[src/rtl/pc_redirect_ctrl.sv]
// PC redirect sequencer: captures one jump/branch target, holds it until IF accepts it.
// Optional redirect performance counters are enabled with `define REDIRECT_PERF_EN.
module pc_redirect_ctrl #(
  parameter int PC_W  = 32,
  parameter int CNT_W = 32
) (
  input  logic             clk,
  input  logic             rst_n,
  input  logic             ex_valid,
  input  logic             ex_jump,
  input  logic             ex_jump_src,
  input  logic [PC_W-1:0]  jump_pc,
  input  logic             ex_branch_taken,
  input  logic [PC_W-1:0]  branch_pc,
  input  logic             if_stall,
  output logic             redirect_valid,
  output logic [PC_W-1:0]  redirect_pc,
  output logic             flush_ifid,
  output logic             flush_idex,
  output logic             redirect_busy,
  output logic             conflict,
  output logic [CNT_W-1:0] redirect_count,
  output logic [CNT_W-1:0] jr_count
);

  typedef enum logic [1:0] {
    IDLE     = 2'd0,
    REDIRECT = 2'd1,
    HOLD     = 2'd2
  } state_t;

  state_t          r_state;
  logic            r_active;
  logic [PC_W-1:0] r_pc;
  logic            r_conflict;
  logic            w_req;
  logic            w_accept;
  logic [PC_W-1:0] w_target;

  assign w_req    = ex_valid & (ex_jump | ex_branch_taken);
  assign w_target = ex_branch_taken ? branch_pc : jump_pc;
  assign w_accept = r_active & ~if_stall;

  // Redirect FSM: capture in IDLE, hold target until an unstalled IF cycle
  always_ff @(posedge clk) begin
    if (!rst_n) begin
      r_state    <= IDLE;
      r_active   <= 1'b0;
      r_pc       <= '0;
      r_conflict <= 1'b0;
    end else begin
      case (r_state)
        IDLE: begin
          if (w_req) begin
            r_state  <= REDIRECT;
            r_active <= 1'b1;
            r_pc     <= w_target;
            if (ex_jump & ex_branch_taken) begin
              r_conflict <= 1'b1;
            end else begin
              r_conflict <= r_conflict;
            end
          end else begin
            r_state  <= IDLE;
            r_active <= 1'b0;
          end
        end
        REDIRECT, HOLD: begin
          // Requests seen here are wrong-path and are dropped, not queued
          if (!if_stall) begin
            r_state  <= IDLE;
            r_active <= 1'b0;
          end else begin
            r_state  <= HOLD;
            r_active <= 1'b1;
          end
        end
        default: begin
          r_state  <= IDLE;
          r_active <= 1'b0;
        end
      endcase
    end
  end

  assign redirect_valid = r_active;
  assign flush_ifid     = r_active;
  assign flush_idex     = r_active;
  assign redirect_busy  = r_active;
  assign redirect_pc    = r_pc;
  assign conflict       = r_conflict;

`ifdef REDIRECT_PERF_EN
  logic             r_src_jr;
  logic [CNT_W-1:0] r_redirect_count;
  logic [CNT_W-1:0] r_jr_count;

  // Accept counters; source type is latched alongside the target
  always_ff @(posedge clk) begin
    if (!rst_n) begin
      r_src_jr         <= 1'b0;
      r_redirect_count <= '0;
      r_jr_count       <= '0;
    end else begin
      if ((r_state == IDLE) && w_req) begin
        r_src_jr <= ex_jump & ~ex_branch_taken & ex_jump_src;
      end else begin
        r_src_jr <= r_src_jr;
      end
      if (w_accept) begin
        r_redirect_count <= r_redirect_count + {{(CNT_W-1){1'b0}}, 1'b1};
        if (r_src_jr) begin
          r_jr_count <= r_jr_count + {{(CNT_W-1){1'b0}}, 1'b1};
        end else begin
          r_jr_count <= r_jr_count;
        end
      end else begin
        r_redirect_count <= r_redirect_count;
        r_jr_count       <= r_jr_count;
      end
    end
  end

  assign redirect_count = r_redirect_count;
  assign jr_count       = r_jr_count;
`else
  logic w_unused_perf;
  assign w_unused_perf  = &{1'b0, ex_jump_src, w_accept};
  assign redirect_count = '0;
  assign jr_count       = '0;
`endif

endmodule
[config.mk]
export PLATFORM = sky130hd
export DESIGN_NAME = pc_redirect_ctrl
export DESIGN_NICKNAME = d
export VERILOG_FILES = /design/src/rtl/pc_redirect_ctrl.sv
export SDC_FILE = /design/constraint.sdc
export NUM_CORES = 1
export LEC_CHECK = 0
export BUFFER_PORTS_ARGS = -buffer_cell sky130_fd_sc_hd__buf_4
export CORE_UTILIZATION = 36
export CTS_CLUSTER_DIAMETER = 40
export CTS_CLUSTER_SIZE = 25
export DETAILED_ROUTE_END_ITERATION = 7
export HOLD_SLACK_MARGIN = 0.15
export PLACE_DENSITY = 0.86
export SLEW_MARGIN = 20
export SYNTH_ARGS = -nofsm -noshare
export SYNTH_HDL_FRONTEND = slang
export SYNTH_SLANG_ARGS = --single-unit
[constraint.sdc]
create_clock -name clk -period 1.3 [get_ports clk]
set_input_delay 0.065 -clock clk [delete_from_list [all_inputs] [get_ports clk]]
set_output_delay 0.065 -clock clk [all_outputs]
set_load 0.02 [all_outputs]
[Word-level counts from Yosys, hierarchy flattened]
Index checks and enable logic that the tools add are counted.
Storage, ports and cells
  flip-flop bits (word level): 36
  output and inout port bits: 101
  logic and storage cells: 20
Cells by class
  equality and inequality tests: 2
  mux-type cells: 7
  bitwise gates (word level): 3
  reduce and logical (&&, ||, !) cells: 4
Operators by type and width (count)
  $mux 32: 1
  $pmux 2 s2: 1
  $mux 1: 3
  $reduce_and 3->1: 1
  $and 1x1->1: 2
  $eq 2x1->1 const B: 1
  $eq 2x2->1 const B: 1
  $logic_not 2->1: 1
  $mux 2: 1
  $pmux 1 s2: 1
  $reduce_and 2->1: 1
  $reduce_or 2->1: 1
  $or 1x1->1: 1

[Logic depth before layout (Yosys ltp)]
Gate-level depths: netlist of run 1.
  depth after elaboration: 4
  mapped depth: 7
  mapped depth without buffers: 5

[Worst setup path before layout of run 1]
Ideal clock, no wire load.
  path type: flip-flop to flip-flop
  start point: register r_state[0]
  end point: register r_pc[0], in the netlist redirect_pc[0]
  library setup time: 0.116 ns
  arrival: 1.138 ns
  required time: 1.184 ns
  path slack: 0.046 ns
  cell stages (with the launch flop): 7
  path buffers: 2
  clock period less this slack: 1.254 ns
  cell sequence: dfxtp_1 inv_1 ha_1 o211a_1 buf_6 buf_6 o211a_1
Between the ends
  word-level cells in the longest chain between the ends: 2
Ends and longest elaborated chain
  start: declaration: RTL line 32  | state_t r_state;
  start signal: assignment: RTL line 47  | r_state <= IDLE;
  start signal: assignment: RTL line 55  | r_state <= REDIRECT;
  start signal: assignment: RTL line 64  | r_state <= IDLE;
  $logic_not 2->1: RTL line 52  | case (r_state)
  $reduce_and 2->1 (no source line)
  end signal: assignment: RTL line 57  | r_pc <= w_target;
  end: declaration: RTL line 34  | logic [PC_W-1:0] r_pc;
Every way passes these cells.
A chain may end at the register's enable or synchronous reset.

[Worst setup path in the final report of run 1]
Ends and elaborated chain as after synthesis.

==> out/qor.yml, run 1 <==
period_needed_ps: 1340
drtAntennaViolNets: 0
number_of_standard_cell_rows_in_the_floorplan: 27
gate_count_after_technology_mapping: 228
number_of_clock_buffers_inserted_by_tritoncts: 5
worstPathArrival_ps: 1520
number_of_iterations_in_the_first_detailed_routing_pass: 4
floorplan.die.height_um: 79.9
seq_power_share: 0.381
cts_root_buf: "sky130_fd_sc_hd__clkbuf_8"
tritoncts_num_sinks: 36
synth_top_cells_by_area: "sky130_fd_sc_hd__dfxtp_1 33%, sky130_fd_sc_hd__buf_4 23%, sky130_fd_sc_hd__o211a_1 15%, sky130_fd_sc_hd__mux2i_1 15%, sky130_fd_sc_hd__nand2_1 5.7%"
power.share.combinational: 0.375
cts-htree-levels: 2
maximum_number_of_pins_on_one_net_before_global_route_repair: 36
yosysTopAreaCellShare: 0.330
grt_antenna_before_repair: 0
worst-path-max-fanout: 8
final_common_cell: "sky130_fd_sc_hd__buf_4"
gp_congestion: 0.720
num_vias: 2130
layout_setup_ws_ps: -37.1
maxCapViolations: 0
fin_crit_sh: 1.03
clk-insertion-delay-late_ps: 290
rsz0062_at_grt: "yes"
fp.dieArea_sq_um: 6380
synth_sequential_area_ratio: 0.330
ctsLongestPathBuffers: 2
syn_area_sq_um: 2180
holdPathStages: 4
global_route.overflow_total: 0
power.share.switching: 0.340
worst_hold_path_type: "in -> reg"
io_pins: 172
internal_power_mw: 2.18
mostFrequentLayoutCells: "107 x sky130_fd_sc_hd__buf_4, 64 x sky130_fd_sc_hd__conb_1, 59 x sky130_fd_sc_hd__dlygate4sd3_1"
drc: 0
failed_checks: "negative setup slack"
dp.final_hpwl_um: 3470
final_max_slew_viol_count: 0
switchingPower_mw: 1.12
final.setup_skew_ps: 10.9
setup.worst_path.start_class: "flip-flop"
ys_warnings: 0
start_util: 0.385
ff2ff_path_depth: 6
clockPowerShare: 0.244
vias_in_the_first_global_route: 2059
critical_path_type: "reg -> reg"
achievable-frequency_ghz: 0.748
lkg_pwr_nw: 2.15
synth.lib_cells_used.distinct: 17
final_cells: 465
cellPowerDensity_nw_per_um2: 893
hold_viol_final: 0
final.fill_count: 401
io_buffers: 106
routed_via_density: 4.58
grt.total_usage: 0.205
routedWlPerCell_um: 15.1
synthesis.area_per_instance_sq_um: 9.58
finalSetupViolations: 22
synth.largest_area_cell: "sky130_fd_sc_hd__dfxtp_1"
irDropWorstVdd_mv: 0.615
layout-area-overhead-vs-synth_pct: 69.5
layout_cells_sized_above_1: 0.380
crit_required_ps: 1480
finish.net_count: 464
synth_seq_cells: 36
report.power.total_mw: 3.30
routed_wirelength_um: 7010
kind_of_end_point_of_the_critical_path: "flip-flop"
grt_first_pass_wirelength_um: 9930
clkTransAtPathRegs_ps: 70
drt_initial_violations: 57
fp.coreArea_sq_um: 5680
cts_tree: "yes"
die-width_um: 79.9
run_status: "finished with violations"
place_inst: 390
-- logic make-up (layout without fill, tap and decap cells) --
group	Yosys count	in the layout	share of synthesized area
and+or+nand+nor	38	38	0.0688
adders and majority gates	2	2	0.0115
muxes	32	32	0.147
other	1	65	0.00172
buffers and inverters	84	185	0.284
AOI/OAI and AO/OA	35	35	0.158
DFF	36	36	0.330
-- stage by stage --
step           TNS (ps)  instance area [sq um]  utilization  worst slack [ps]  hold WS [ps]
6_report           -430                   3700        0.652             -37.1           148
5_1_grt           -2000                   3700        0.652             -89.2           160
4_1_cts               0                   3460        0.610              6.08           150
3_5_place_dp       -156                   2750        0.485             -28.3           314
3_3_place_gp          0                   2750        0.485              25.9           313
2_1_floorplan         0                   2420            -              45.9           191
-- cells in the mapped netlist, drive strengths merged --
library cell,count
buf,77
dfxtp,36
nand2,33
o211a,33
mux2i,32
clkbuf,5
ha,2
inv,2
nor2,2
a21oi,1
a41oi,1
and2,1
conb,1
nand2b,1
nor2b,1
-- worst paths after layout --
kind | slack, ps | start | to
worst max-delay path | -40 | r_state[0]$_SDFF_PN0_ | redirect_pc[0]$_SDFFE_PN0P_
worst min register to register | 510 | redirect_pc[25]$_SDFFE_PN0P_ | redirect_pc[25]$_SDFFE_PN0P_
worst max register to register | -40 | r_state[0]$_SDFF_PN0_ | redirect_pc[0]$_SDFFE_PN0P_
worst min-delay path | 150 | jump_pc[17] | redirect_pc[17]$_SDFFE_PN0P_
-- final cells by class --
| cell class | instances | area [sq um] | share of cell area |
|---|---|---|---|
| inverters | 2 | 7.51 | 0.00203 |
| well taps | 72 | 90.1 | 0.0243 |
| clock buffers | 6 | 72.6 | 0.0196 |
| clock inverters | 2 | 16.3 | 0.00439 |
| repair buffers | 175 | 1590 | 0.430 |
| flip-flops and latches | 36 | 722 | 0.195 |
| multi-input cells | 171 | 1200 | 0.324 |
| diodes | 1 | 2.50 | 0.000676 |
-- flip-flops by register name (all words and copies together) (netlist names) --
name         cells
conflict         1
flush_idex       1
r_state          2
redirect_pc     32
-- worst max-delay path, stage by stage (launching register included) --
cell and delay (ps):
sky130_fd_sc_hd__dfxtp_2 330, sky130_fd_sc_hd__inv_2 60, sky130_fd_sc_hd__ha_4 140, sky130_fd_sc_hd__o211a_4 310
sky130_fd_sc_hd__clkbuf_16 200, sky130_fd_sc_hd__nand2_1 60, sky130_fd_sc_hd__o211a_1 130
-- routing by layer --
metal  GRT usage  up-vias  share of wire
li1            -      970              -
met1       0.211     1001           0.38
met2       0.362      144           0.52
met3      0.0674       15          0.083
met4       0.116        0          0.023
met5           0        -              0
-- what timing repair did --
action,4_1_cts,5_1_grt
gates cloned,1,5
hold buffers,58,1
pin swaps,2,2
buffers inserted,0,1
setup endpoints to repair,24,31
resized for setup,4,33
endpoints found under the hold margin,33,1
-- power by group through the flow --
stage	registers (mW)	logic (mW)	clock network, mW
6_report	1.26	1.24	0.807
5_1_grt	1.27	1.31	0.869
4_1_cts	1.25	1.08	0.809
3_5_place_dp	1.28	0.916	0
3_3_place_gp	1.27	0.898	0
2_1_floorplan	1.38	0.602	0
No activity file was read; power rests on OpenSTA's default activity.
==> inputs of run 2 (changes only) <==
- ABC_AREA: default -> 1
- CORE_UTILIZATION: 36 -> 37
==> run 2 against run 1 <==
Net effect: routed wire length rose by 15%; hold slack improved by 120 ps; clock skew fell by 4.4 ps; critical endpoint is now redirect_pc[3]$_SDFFE_PN0P_; highest routed layer unchanged; die area rose by 6.8%; flip-flop and latch count did not move; clock power rose by 70%; non-clock buffer count rose by 12; the flow now finishes without violations; clock-buffer cell count fell by 1.
==> out/qor.yml, run 2 <==
tritoncts_num_sinks: 36
ys_async_sr_fraction: 0
rr_startpoint: "r_state[1]$_SDFF_PN0_"
reg2reg_setup_slack_ps: 70
worst_hold_path.endpoint: "redirect_pc[16]$_SDFFE_PN0P_"
worst_hold_path_type: "in -> reg"
finish.net_count: 643
io_pins: 172
layout-area-overhead-vs-synth_pct: 68.3
number_of_iterations_in_the_first_detailed_routing_pass: 6
ctsLongestPathBuffers: 2
num_vias: 2750
finalSetupViolations: 0
run_status: "finished clean"
maximum_number_of_pins_on_one_net_before_global_route_repair: 37
synth_seq_cells: 36
holdPathStages: 6
synth.largest_area_cell: "sky130_fd_sc_hd__dfxtp_1"
worst-path-max-fanout: 6
final_max_slew_viol_count: 0
number_of_clock_buffers_inserted_by_tritoncts: 5
routed_via_density: 4.26
start_util: 0.394
synth_sequential_area_ratio: 0.300
syn_area_sq_um: 2400
layout_setup_ws_ps: 66.0
synth_enable_flop_cells: 0
gp_congestion: 0.717
synth_commonest_cells: "163 x sky130_fd_sc_hd__nand2_1, 68 x sky130_fd_sc_hd__buf_4, 66 x sky130_fd_sc_hd__nor2_1, 38 x sky130_fd_sc_hd__inv_1, 36 x sky130_fd_sc_hd__dfxtp_1"
power.share.combinational: 0.338
drc: 0
drtAntennaViolNets: 0
clkTransAtPathRegs_ps: 80
fp.coreArea_sq_um: 6100
cts_root_buf: "sky130_fd_sc_hd__clkbuf_8"
synth.lib_cells_used.distinct: 16
final.setup_skew_ps: 6.57
cts-htree-levels: 2
maxCapViolations: 0
switchingPower_mw: 1.19
cellPowerDensity_nw_per_um2: 978
clk-insertion-delay-late_ps: 280
worstPathArrival_ps: 1460
grt_first_pass_wirelength_um: 10600
number_of_standard_cell_rows_in_the_floorplan: 28
io_buffers: 106
ff2ff_path_depth: 9
dp.final_hpwl_um: 3890
hold_viol_final: 0
mostFrequentLayoutCells: "158 x sky130_fd_sc_hd__nand2_1, 109 x sky130_fd_sc_hd__buf_4, 68 x sky130_fd_sc_hd__dlygate4sd3_1"
crit_required_ps: 1520
report.power.total_mw: 3.95
routedWlPerCell_um: 12.4
period_needed_ps: 1230
layout_cells_sized_above_1: 0.254
seq_power_share: 0.316
irDropWorstVdd_mv: 0.545
power.share.switching: 0.300
yosysTopAreaCellShare: 0.300
achievable-frequency_ghz: 0.810
lkg_pwr_nw: 2.30
cts_tree: "yes"
rsz0062_at_grt: "no"
critical_path_type: "reg -> reg"
internal_power_mw: 2.77
synthFlopType: "sky130_fd_sc_hd__dfxtp_1"
ys_warnings: 0
grt_antenna_before_repair: 0
kind_of_end_point_of_the_critical_path: "flip-flop"
vias_in_the_first_global_route: 2545
clockPowerShare: 0.346
synthesis.area_per_instance_sq_um: 6.05
routed_wirelength_um: 8030
cts.repair_timing.setup_buffer_count: 0
totalNegativeSetupSlack_ps: 0
largest_reg_flops: 32
global_route.overflow_total: 0
gate_count_after_technology_mapping: 397
detailedPlace.worstSlack_ps: 27.8
final.fill_count: 486
fin_crit_sh: 0.949
grt.total_usage: 0.208
fp.dieArea_sq_um: 6820
synth_top_cells_by_area: "sky130_fd_sc_hd__dfxtp_1 30%, sky130_fd_sc_hd__nand2_1 25%, sky130_fd_sc_hd__buf_4 21%, sky130_fd_sc_hd__nor2_1 10%, sky130_fd_sc_hd__inv_1 5.9%"
drt_initial_violations: 92
floorplan.die.height_um: 82.6
post-synth-top-count-cell: "sky130_fd_sc_hd__nand2_1"
r2r_end: "redirect_pc[3]$_SDFFE_PN0P_"
n_antenna_cell: 0
die-width_um: 82.6
hold_path.startpoint: "ex_branch_taken"
setup.worst_path.start_class: "flip-flop"
final_common_cell: "sky130_fd_sc_hd__nand2_1"
-- run 2: power groups by stage --
stage,logic (mW),clock network (mW),registers [mW]
2_1_floorplan,0.677,0,1.38
3_3_place_gp,0.981,0,1.27
3_5_place_dp,1.00,0,1.27
4_1_cts,1.17,1.40,1.25
5_1_grt,1.46,1.44,1.26
6_report,1.34,1.37,1.25
-- run 2: logic make-up after synthesis --
| group | after synthesis | share of synthesized area |
|---|---|---|
| AOI/OAI and AO/OA | 2 | 0.00417 |
| adders and majority gates | 2 | 0.0104 |
| DFF | 36 | 0.300 |
| buffers and inverters | 124 | 0.318 |
| other | 1 | 0.00156 |
| and+or+nand+nor | 232 | 0.365 |
-- run 2: what timing repair did --
action	4_1_cts	5_1_grt
hold buffers	68	0
setup endpoints to repair	4	32
gates resized for setup	1	20
hold endpoints to repair	36	0
cloned	0	9
pin swaps	1	4
-- run 2: per-stage QoR --
step	cell area, sq um	utilization	std cells	hold WS [ps]
final	4040	0.663	646	270
after global routing	4040	0.663	646	332
after CTS	3810	0.625	637	254
after detailed placement	2970	0.487	561	336
after global placement	2970	0.487	561	322
after floorplan	2640	-	460	212
-- run 2: per-layer routing --
| metal | GRT usage | part of all wire | up-vias |
|---|---|---|---|
| met1 | 0.184 | 0.36 | 1211 |
| met4 | 0.116 | 0.031 | 0 |
| met3 | 0.0462 | 0.064 | 27 |
| met5 | 0 | 0 | - |
| li1 | - | - | 1359 |
| met2 | 0.425 | 0.55 | 153 |
-- run 2: how the worst max path moves through the flow --
stage / startpoint / to / slack (ps) / cells after the start
floorplan: r_state[0]$_SDFF_PN0_ / redirect_pc[10]$_SDFFE_PN0P_ / 120 / 10
global placement: r_state[0]$_SDFF_PN0_ / redirect_pc[25]$_SDFFE_PN0P_ / 80 / 9
detailed placement: r_state[0]$_SDFF_PN0_ / redirect_pc[0]$_SDFFE_PN0P_ / 30 / 9
CTS: r_state[0]$_SDFF_PN0_ / redirect_pc[0]$_SDFFE_PN0P_ / 20 / 9
global route: r_state[1]$_SDFF_PN0_ / redirect_pc[1]$_SDFFE_PN0P_ / 7 / 9
finish: r_state[1]$_SDFF_PN0_ / redirect_pc[3]$_SDFFE_PN0P_ / 70 / 9
-- run 2: worst max-delay path, stage by stage (launching register included) --
cell and delay, ps:
sky130_fd_sc_hd__dfxtp_2 330, sky130_fd_sc_hd__inv_2 60, sky130_fd_sc_hd__ha_4 140, sky130_fd_sc_hd__nand2_4 60
sky130_fd_sc_hd__inv_6 80, sky130_fd_sc_hd__nand2_8 90, sky130_fd_sc_hd__clkbuf_16 180, sky130_fd_sc_hd__nand2_1 70
sky130_fd_sc_hd__nand2_1 50, sky130_fd_sc_hd__nor2_1 90
-- run 2: area by class of cell --
type / count / area, sq um / area share
clock buffers: 5 / 68.8 / 0.0170
clock inverters: 3 / 90.1 / 0.0223
inverters: 39 / 151 / 0.0375
multi-input cells: 301 / 1210 / 0.301
flip-flops and latches: 36 / 723 / 0.179
well taps: 75 / 93.8 / 0.0232
repair buffers: 187 / 1700 / 0.420
